### src/rtl/ysyx_23060187_exec_sequencer_if.sv
// ysyx_23060187_exec_sequencer_if: instruction/data memory handshake bundle of the exec sequencer
// Ports: imem_req_valid/imem_req_ready/imem_rsp_valid (fetch), dmem_req_valid/dmem_req_ready/
// dmem_we/dmem_rsp_valid (load/store). master = sequencer side, slave = memory side.
interface ysyx_23060187_exec_sequencer_if;
    logic imem_req_valid;
    logic imem_req_ready;
    logic imem_rsp_valid;
    logic dmem_req_valid;
    logic dmem_req_ready;
    logic dmem_we;
    logic dmem_rsp_valid;
    modport master (
        output imem_req_valid, dmem_req_valid, dmem_we,
        input  imem_req_ready, imem_rsp_valid, dmem_req_ready, dmem_rsp_valid
    );
    modport slave (
        input  imem_req_valid, dmem_req_valid, dmem_we,
        output imem_req_ready, imem_rsp_valid, dmem_req_ready, dmem_rsp_valid
    );
endinterface

### src/rtl/ysyx_23060187_exec_sequencer.sv
// ysyx_23060187_exec_sequencer: multi-cycle fetch/decode/exec/mem/wb control FSM for the RV32 datapath
// Ports: clk, rst (sync, active high); bus (memory handshakes, master modport); inst (instruction
// register); alu_zero; controls ir_en, rf_wen, alu_ctrl, alu_b_sel, wb_sel, pc_wen, pc_sel;
// status halt, err, state_dbg. Optional macro YSYX_SEQ_PERF_CNT_EN adds cycle_cnt and instret_cnt.
module ysyx_23060187_exec_sequencer #(
    parameter int WAIT_LIMIT = 16,
    parameter int CNT_W      = 32
) (
    input  logic                                  clk,
    input  logic                                  rst,
    ysyx_23060187_exec_sequencer_if.master        bus,
    input  logic [31:0]                           inst,
    output logic                                  ir_en,
    input  logic                                  alu_zero,
    output logic                                  rf_wen,
    output logic [1:0]                            alu_ctrl,
    output logic                                  alu_b_sel,
    output logic [1:0]                            wb_sel,
    output logic                                  pc_wen,
    output logic [1:0]                            pc_sel,
    output logic                                  halt,
    output logic                                  err,
    output logic [3:0]                            state_dbg
`ifdef YSYX_SEQ_PERF_CNT_EN
    ,
    output logic [CNT_W-1:0]                      cycle_cnt,
    output logic [CNT_W-1:0]                      instret_cnt
`endif
);
    typedef enum logic [3:0] {
        IDLE = 4'd0, FETCH = 4'd1, FETCH_WAIT = 4'd2, DECODE = 4'd3, EXEC = 4'd4,
        MEM_REQ = 4'd5, MEM_WAIT = 4'd6, WB = 4'd7, HALT = 4'd8, ERR = 4'd9
    } state_t;

    localparam logic [6:0] OPC_LUI    = 7'b0110111;
    localparam logic [6:0] OPC_AUIPC  = 7'b0010111;
    localparam logic [6:0] OPC_JAL    = 7'b1101111;
    localparam logic [6:0] OPC_JALR   = 7'b1100111;
    localparam logic [6:0] OPC_BRANCH = 7'b1100011;
    localparam logic [6:0] OPC_LOAD   = 7'b0000011;
    localparam logic [6:0] OPC_STORE  = 7'b0100011;
    localparam logic [6:0] OPC_OPIMM  = 7'b0010011;
    localparam logic [6:0] OPC_OP     = 7'b0110011;
    localparam logic [31:0] EBREAK    = 32'h00100073;
    localparam int WCW = $clog2(WAIT_LIMIT + 1);

    if (CNT_W < 1) begin : g_cnt_w_check
        $error("CNT_W must be at least 1");
    end

    state_t         state, state_nx;
    logic [WCW-1:0] wait_cnt;
    logic           taken;
    logic [6:0]     opc;
    logic [2:0]     f3;
    logic           is_op, is_alu_op, waiting, timeout, in_flight, br_taken, bad_branch, legal, writes_rd;

    assign opc        = inst[6:0];
    assign f3         = inst[14:12];
    assign is_op      = opc == OPC_OP;
    assign is_alu_op  = is_op || opc == OPC_OPIMM;
    assign waiting    = state inside {FETCH, FETCH_WAIT, MEM_REQ, MEM_WAIT};
    // wait_cnt holds the cycles already spent here, so this is the WAIT_LIMIT-th cycle
    assign timeout    = wait_cnt == WCW'(WAIT_LIMIT - 1);
    assign in_flight  = state inside {EXEC, MEM_REQ, MEM_WAIT, WB};
    assign br_taken   = (f3 == 3'b000 && alu_zero) || (f3 == 3'b001 && !alu_zero);
    assign bad_branch = opc == OPC_BRANCH && f3[2:1] != 2'b00;
    assign legal      = opc inside {OPC_LUI, OPC_AUIPC, OPC_JAL, OPC_JALR, OPC_BRANCH,
                                    OPC_LOAD, OPC_STORE, OPC_OPIMM, OPC_OP};
    assign writes_rd  = opc inside {OPC_LUI, OPC_AUIPC, OPC_JAL, OPC_JALR, OPC_LOAD,
                                    OPC_OPIMM, OPC_OP};

    always_ff @(posedge clk) begin
        if (rst) begin
            state    <= IDLE;
            wait_cnt <= '0;
            taken    <= 1'b0;
        end else begin
            state    <= state_nx;
            wait_cnt <= (state_nx != state || !waiting) ? '0 : wait_cnt + WCW'(1);
            if (state == EXEC) taken <= br_taken;
        end
    end

    always_comb begin
        state_nx = state;
        case (state)
            IDLE:       state_nx = FETCH;
            FETCH:      state_nx = bus.imem_req_ready ? FETCH_WAIT : timeout ? ERR : FETCH;
            FETCH_WAIT: state_nx = bus.imem_rsp_valid ? DECODE : timeout ? ERR : FETCH_WAIT;
            DECODE:     state_nx = inst == EBREAK ? HALT : !legal ? ERR : EXEC;
            EXEC:       state_nx = bad_branch ? ERR : (opc == OPC_LOAD || opc == OPC_STORE) ? MEM_REQ : WB;
            MEM_REQ:    state_nx = bus.dmem_req_ready ? MEM_WAIT : timeout ? ERR : MEM_REQ;
            MEM_WAIT:   state_nx = bus.dmem_rsp_valid ? WB : timeout ? ERR : MEM_WAIT;
            WB:         state_nx = FETCH;
            HALT:       state_nx = HALT;
            default:    state_nx = ERR;
        endcase
    end

    // ALU controls stay valid from EXEC through WB so the address/result path is stable
    always_comb begin
        bus.imem_req_valid = state == FETCH;
        ir_en              = state == FETCH_WAIT && bus.imem_rsp_valid;
        bus.dmem_req_valid = state == MEM_REQ;
        bus.dmem_we        = state == MEM_REQ && opc == OPC_STORE;
        alu_ctrl           = !in_flight ? 2'b00
                           : (opc == OPC_BRANCH || (is_op && f3 == 3'b000 && inst[30])) ? 2'b01
                           : (is_alu_op && f3 == 3'b111) ? 2'b10
                           : (is_alu_op && f3 == 3'b110) ? 2'b11 : 2'b00;
        alu_b_sel          = in_flight && !(is_op || opc == OPC_BRANCH);
        pc_wen             = state == WB;
        pc_sel             = state != WB ? 2'b00
                           : (opc == OPC_JAL || (opc == OPC_BRANCH && taken)) ? 2'b01
                           : opc == OPC_JALR ? 2'b10 : 2'b00;
        rf_wen             = state == WB && writes_rd && inst[11:7] != 5'd0;
        wb_sel             = state != WB ? 2'b00
                           : opc == OPC_LUI ? 2'b11
                           : opc == OPC_LOAD ? 2'b01
                           : (opc == OPC_JAL || opc == OPC_JALR) ? 2'b10 : 2'b00;
        halt               = state == HALT;
        err                = state == ERR;
        state_dbg          = state;
    end

`ifdef YSYX_SEQ_PERF_CNT_EN
    always_ff @(posedge clk) begin
        if (rst) begin
            cycle_cnt   <= '0;
            instret_cnt <= '0;
        end else begin
            if (!(state inside {IDLE, HALT, ERR})) cycle_cnt <= cycle_cnt + CNT_W'(1);
            if (state == WB || (state == DECODE && state_nx == HALT)) instret_cnt <= instret_cnt + CNT_W'(1);
        end
    end
`endif
endmodule
### src/flat_wrapper.sv
// flat-port wrapper written by rule: the top's interface ports become plain ports
module ysyx_23060187_exec_sequencer_flat 
#(
    parameter int WAIT_LIMIT = 16,
    parameter int CNT_W      = 32
)
  (clk, rst, inst, ir_en, alu_zero, rf_wen, alu_ctrl, alu_b_sel, wb_sel, pc_wen, pc_sel, halt, err, state_dbg, bus_imem_req_valid, bus_dmem_req_valid, bus_dmem_we, bus_imem_req_ready, bus_imem_rsp_valid, bus_dmem_req_ready, bus_dmem_rsp_valid);
  ysyx_23060187_exec_sequencer_if bus_i ();
  input  logic clk;
  input  logic rst;
  input  logic [31:0] inst;
  output logic ir_en;
  input  logic alu_zero;
  output logic rf_wen;
  output logic [1:0] alu_ctrl;
  output logic alu_b_sel;
  output logic [1:0] wb_sel;
  output logic pc_wen;
  output logic [1:0] pc_sel;
  output logic halt;
  output logic err;
  output logic [3:0] state_dbg;
  output wire logic [$bits(bus_i.imem_req_valid)-1:0] bus_imem_req_valid;
  output wire logic [$bits(bus_i.dmem_req_valid)-1:0] bus_dmem_req_valid;
  output wire logic [$bits(bus_i.dmem_we)-1:0] bus_dmem_we;
  input wire logic [$bits(bus_i.imem_req_ready)-1:0] bus_imem_req_ready;
  input wire logic [$bits(bus_i.imem_rsp_valid)-1:0] bus_imem_rsp_valid;
  input wire logic [$bits(bus_i.dmem_req_ready)-1:0] bus_dmem_req_ready;
  input wire logic [$bits(bus_i.dmem_rsp_valid)-1:0] bus_dmem_rsp_valid;
  assign bus_imem_req_valid = bus_i.imem_req_valid;
  assign bus_dmem_req_valid = bus_i.dmem_req_valid;
  assign bus_dmem_we = bus_i.dmem_we;
  assign bus_i.imem_req_ready = bus_imem_req_ready;
  assign bus_i.imem_rsp_valid = bus_imem_rsp_valid;
  assign bus_i.dmem_req_ready = bus_dmem_req_ready;
  assign bus_i.dmem_rsp_valid = bus_dmem_rsp_valid;
  ysyx_23060187_exec_sequencer #(.WAIT_LIMIT(WAIT_LIMIT), .CNT_W(CNT_W)) u_core (.clk(clk), .rst(rst), .bus(bus_i), .inst(inst), .ir_en(ir_en), .alu_zero(alu_zero), .rf_wen(rf_wen), .alu_ctrl(alu_ctrl), .alu_b_sel(alu_b_sel), .wb_sel(wb_sel), .pc_wen(pc_wen), .pc_sel(pc_sel), .halt(halt), .err(err), .state_dbg(state_dbg));
endmodule
### config.mk
export PLATFORM = sky130hd
export DESIGN_NAME = ysyx_23060187_exec_sequencer_flat
export DESIGN_NICKNAME = d
export VERILOG_FILES = /design/src/rtl/ysyx_23060187_exec_sequencer_if.sv /design/src/rtl/ysyx_23060187_exec_sequencer.sv /design/src/flat_wrapper.sv
export SDC_FILE = /design/constraint.sdc
export NUM_CORES = 1
export LEC_CHECK = 0
export BUFFER_PORTS_ARGS = -buffer_cell sky130_fd_sc_hd__buf_2
export CAP_MARGIN = 40
export CELL_PAD_IN_SITES_DETAIL_PLACEMENT = 1
export CELL_PAD_IN_SITES_GLOBAL_PLACEMENT = 1
export CORE_MARGIN = 2
export CORE_UTILIZATION = 33
export DETAILED_ROUTE_END_ITERATION = 16
export HOLD_SLACK_MARGIN = 0.02
export PLACE_DENSITY = 0.84
export SLEW_MARGIN = 5
export SYNTH_ARGS = -nofsm -noshare
export SYNTH_HDL_FRONTEND = slang
export SYNTH_SLANG_ARGS = --single-unit
### constraint.sdc
create_clock -name clk -period 4.31 [get_ports clk]
set_input_delay 0.431 -clock clk [delete_from_list [all_inputs] [get_ports clk]]
set_output_delay 0.431 -clock clk [all_outputs]
set_load 0.01 [all_outputs]
==> flow_summary.toml <==
[placed_design]
post-dp-hpwl_um = 3230
placed_cell_area_sq_um = 1380
place_inst = 237
io_buffers = 57
place_congestion = 0.861

[die]
die_area_sq_um = 3810
fp.dieW_um = 61.8
io_pins = 58
die_y_um = 61.8
core-area_sq_um = 3100
initial_core_util_pct = 35.5
num_rows = 20

[clock_network]
hold_buffers = 0
clock_path_buffers = 2
root_buffer = "clkbuf_4"
cts_resized = 0
path_clk_slew_ps = 80
numCtsBuffers = 3
htree_levels = 1
cts_setup_buffers = 0
numClockSinks = 10
clk_latency_ps = 280
cts_tree = "done"

[drt]
avgViaCountPerCell = 5.61
ant_nets = 0
drt-initial-drc-count = 67
drt_pre_antenna_iters = 4
finalWirelength_um = 4050
dr_total_vias = 1353
wl_per_cell_um = 16.8
remaining_drc_errors = 0

[pwr]
clkPwrFrac_pct = 30.8
peakVddDrop_mv = 0.122
p_switching_mw = 0.105
pwr-share-seq_pct = 35.8
leakagePower_nw = 0.593
power_switching_share_pct = 35.4
p_total_mw = 0.298
intPower_mw = 0.192
power.density_nw_per_um2 = 210
combPwrFrac_pct = 33.5

[global_route]
antenna_found_initial = 0
grt_use_total_pct = 23.6
grt_pass1_vias = 1414
grt-ovfl-total = 0
grt_pass1_wl_um = 6580
grt_start_max_net_pins = 16

[job]
maxCapViolCount = 0

[critical_path]
rr_endpoint = "u_core.wait_cnt[2]$_SDFF_PP0_"
criticalPathCategory = "register to output port"
crit_path_end_kind = "output port"
cp.arrival_ps = 1980
critPathLaunchType = "register"
cp.required_ps = 3880
reg2reg_depth = 8
path_max_fanout = 12
r2r_start = "u_core.wait_cnt[0]$_SDFF_PP0_"
r2r_slack_ps = 1990

[finish]
area_growth_pct = 28.6
drive_above_1_share_pct = 38.1
multi_input_area_sq_um = 828
layout.nets = 239
num_antenna_cells = 0
final_area_sq_um = 1420
fin_cells = 241
regArea_sq_um = 200
nFillCells = 433

[logic_synthesis]
ys_seq_elements = 10
async_flop_share_pct = 0
synth_cells = 146
syn_avg_cell_area_sq_um = 7.54
ys_seq_area_share_pct = 18.2
synth_edf_count = 0
ys_types = 51
yosys_warnings = 0
syn_area_sq_um = 1100
synth_nets = 187
synth_ff_type = "dfxtp_1"

[timing]
maxSlewHeadroom_pct = 58.6
rsz0062_at_grt = "no"
finalCriticalPeriod_ps = 2410
finalSetupTns_ps = 0
hold_viol = 0
worst_pin_slew_ps = 617
setup-violations-final = 0
max_freq_mhz = 415
finalCritPeriodShare_pct = 56.0
final.setup_skew_ps = 4.62
maxSlewViolCount = 0

[hold_path]
min_path_cells = 2
worstHoldStart = "rst"
min-delay-path-class = "input pin to register"
min_to = "u_core.state_dbg[1]$_SDFF_PP0_"

[outcome]
outcome = "complete, no violations"
[layout by cell type (no fill, tap or decap), types with 2 or more instances in the layout]
master / count
buf_2: 57
nor3_1: 13
nor2_1: 10
nand2_1: 10
dfxtp_1: 10
or3_1: 8
a21oi_1: 8
nand2b_1: 7
nand3_1: 6
nor4_1: 5
nor4b_1: 4
o21ai_0: 4
a31oi_1: 3
xor2_1: 3
clkbuf_4: 3
and3_1: 2
or2b_1: 2
inv_1: 2
nand3b_1: 2
and2b_1: 2
a211oi_1: 2
o311a_1: 2
a22o_1: 2
mux2i_1: 2
nor3_2: 2
nor4_2: 2
ha_1: 2
[worst max path at each step]
stage	from	to	slack, ps	cells past startpoint
after floorplan	u_core.state_dbg[0]$_SDFF_PP0_	wb_sel[0]	2170	5
after global placement	u_core.wait_cnt[0]$_SDFF_PP0_	u_core.wait_cnt[4]$_SDFF_PP0_	2210	8
after detailed placement	u_core.wait_cnt[0]$_SDFF_PP0_	u_core.wait_cnt[2]$_SDFF_PP0_	2010	8
after CTS	u_core.state_dbg[2]$_SDFF_PP0_	wb_sel[0]	1880	5
after global routing	u_core.state_dbg[2]$_SDFF_PP0_	wb_sel[0]	1690	5
final	u_core.state_dbg[2]$_SDFF_PP0_	wb_sel[0]	1900	5
[cells in the mapped netlist (2+ instances only)]
cell type,instances,area (sq um)
xor2_1,3,26.3
mux2i_1,2,20.0
a21oi_1,8,40.0
nor2_1,10,37.5
a31oi_1,3,18.8
nand2_1,10,37.5
o21ai_0,4,20.0
or2b_1,2,15.0
clkbuf_1,4,15.0
and2b_1,2,15.0
or3_1,8,50.1
buf_4,2,15.0
nor4_2,2,25.0
nor4_1,5,31.3
nand3b_1,2,15.0
nand3_1,6,30.0
dfxtp_1,10,200
nand2b_1,7,43.8
o311a_1,2,20.0
nor3_2,2,20.0
a22o_1,2,17.5
ha_1,2,25.0
nor4b_1,4,35.0
a211oi_1,2,15.0
and3_1,2,12.5
nor3_1,13,65.1
inv_1,2,7.51
buf_6,2,22.5
[metrics by stage]
step	hold WS (ps)	setup slack, ps	utilization (%)
finish	445	1900	45.6
global route	477	1690	45.6
CTS	442	1880	45.6
detailed placement	466	2010	44.5
global placement	448	2210	44.5
floorplan	427	2170	-
[flip-flops by register name (all words and copies together) (netlist names)]
name / count
u_core.wait_cnt: 5
u_core.taken: 1
u_core.state_dbg: 4
[metal layers]
metal,vias to the layer above,track usage [%],wire (um)
met5,-,0,0
met2,32,42.3,2170
met3,11,2.48,124
met4,0,11.9,107
li1,652,-,-
met1,658,27.7,1650
[cells by family after synthesis]
logic type	share of synthesized area, %
simple gates	48.6
compound gates	19.3
buf+inv	6.59
flops	18.2
xor+xnor	3.18
mux	1.82
fa+ha+maj	2.27
[critical path, cell delays in order, from the launching register on]
cell and delay, ps:
dfxtp_1 590, nand2b_1 240, nor2_1 180, nand3_1 190, a2111oi_0 300, buf_2 200
[layout make-up]
class                      instances  area share, %
clock buffer                       4           2.56
inverter                           3          0.795
timing repair buffer              57           20.1
tap                               44           3.89
sequential                        10           14.1
multi-input combinational        123           58.5
[power groups by stage]
stage	clock, mW	sequential [mW]	combinational [mW]
global placement	0	0.108	0.0919
finish	0.0916	0.106	0.0996
CTS	0.0906	0.106	0.0988
global route	0.0982	0.108	0.109
floorplan	0	0.103	0.0675
detailed placement	0	0.108	0.0983
Power figures use the tool's default switching activity.
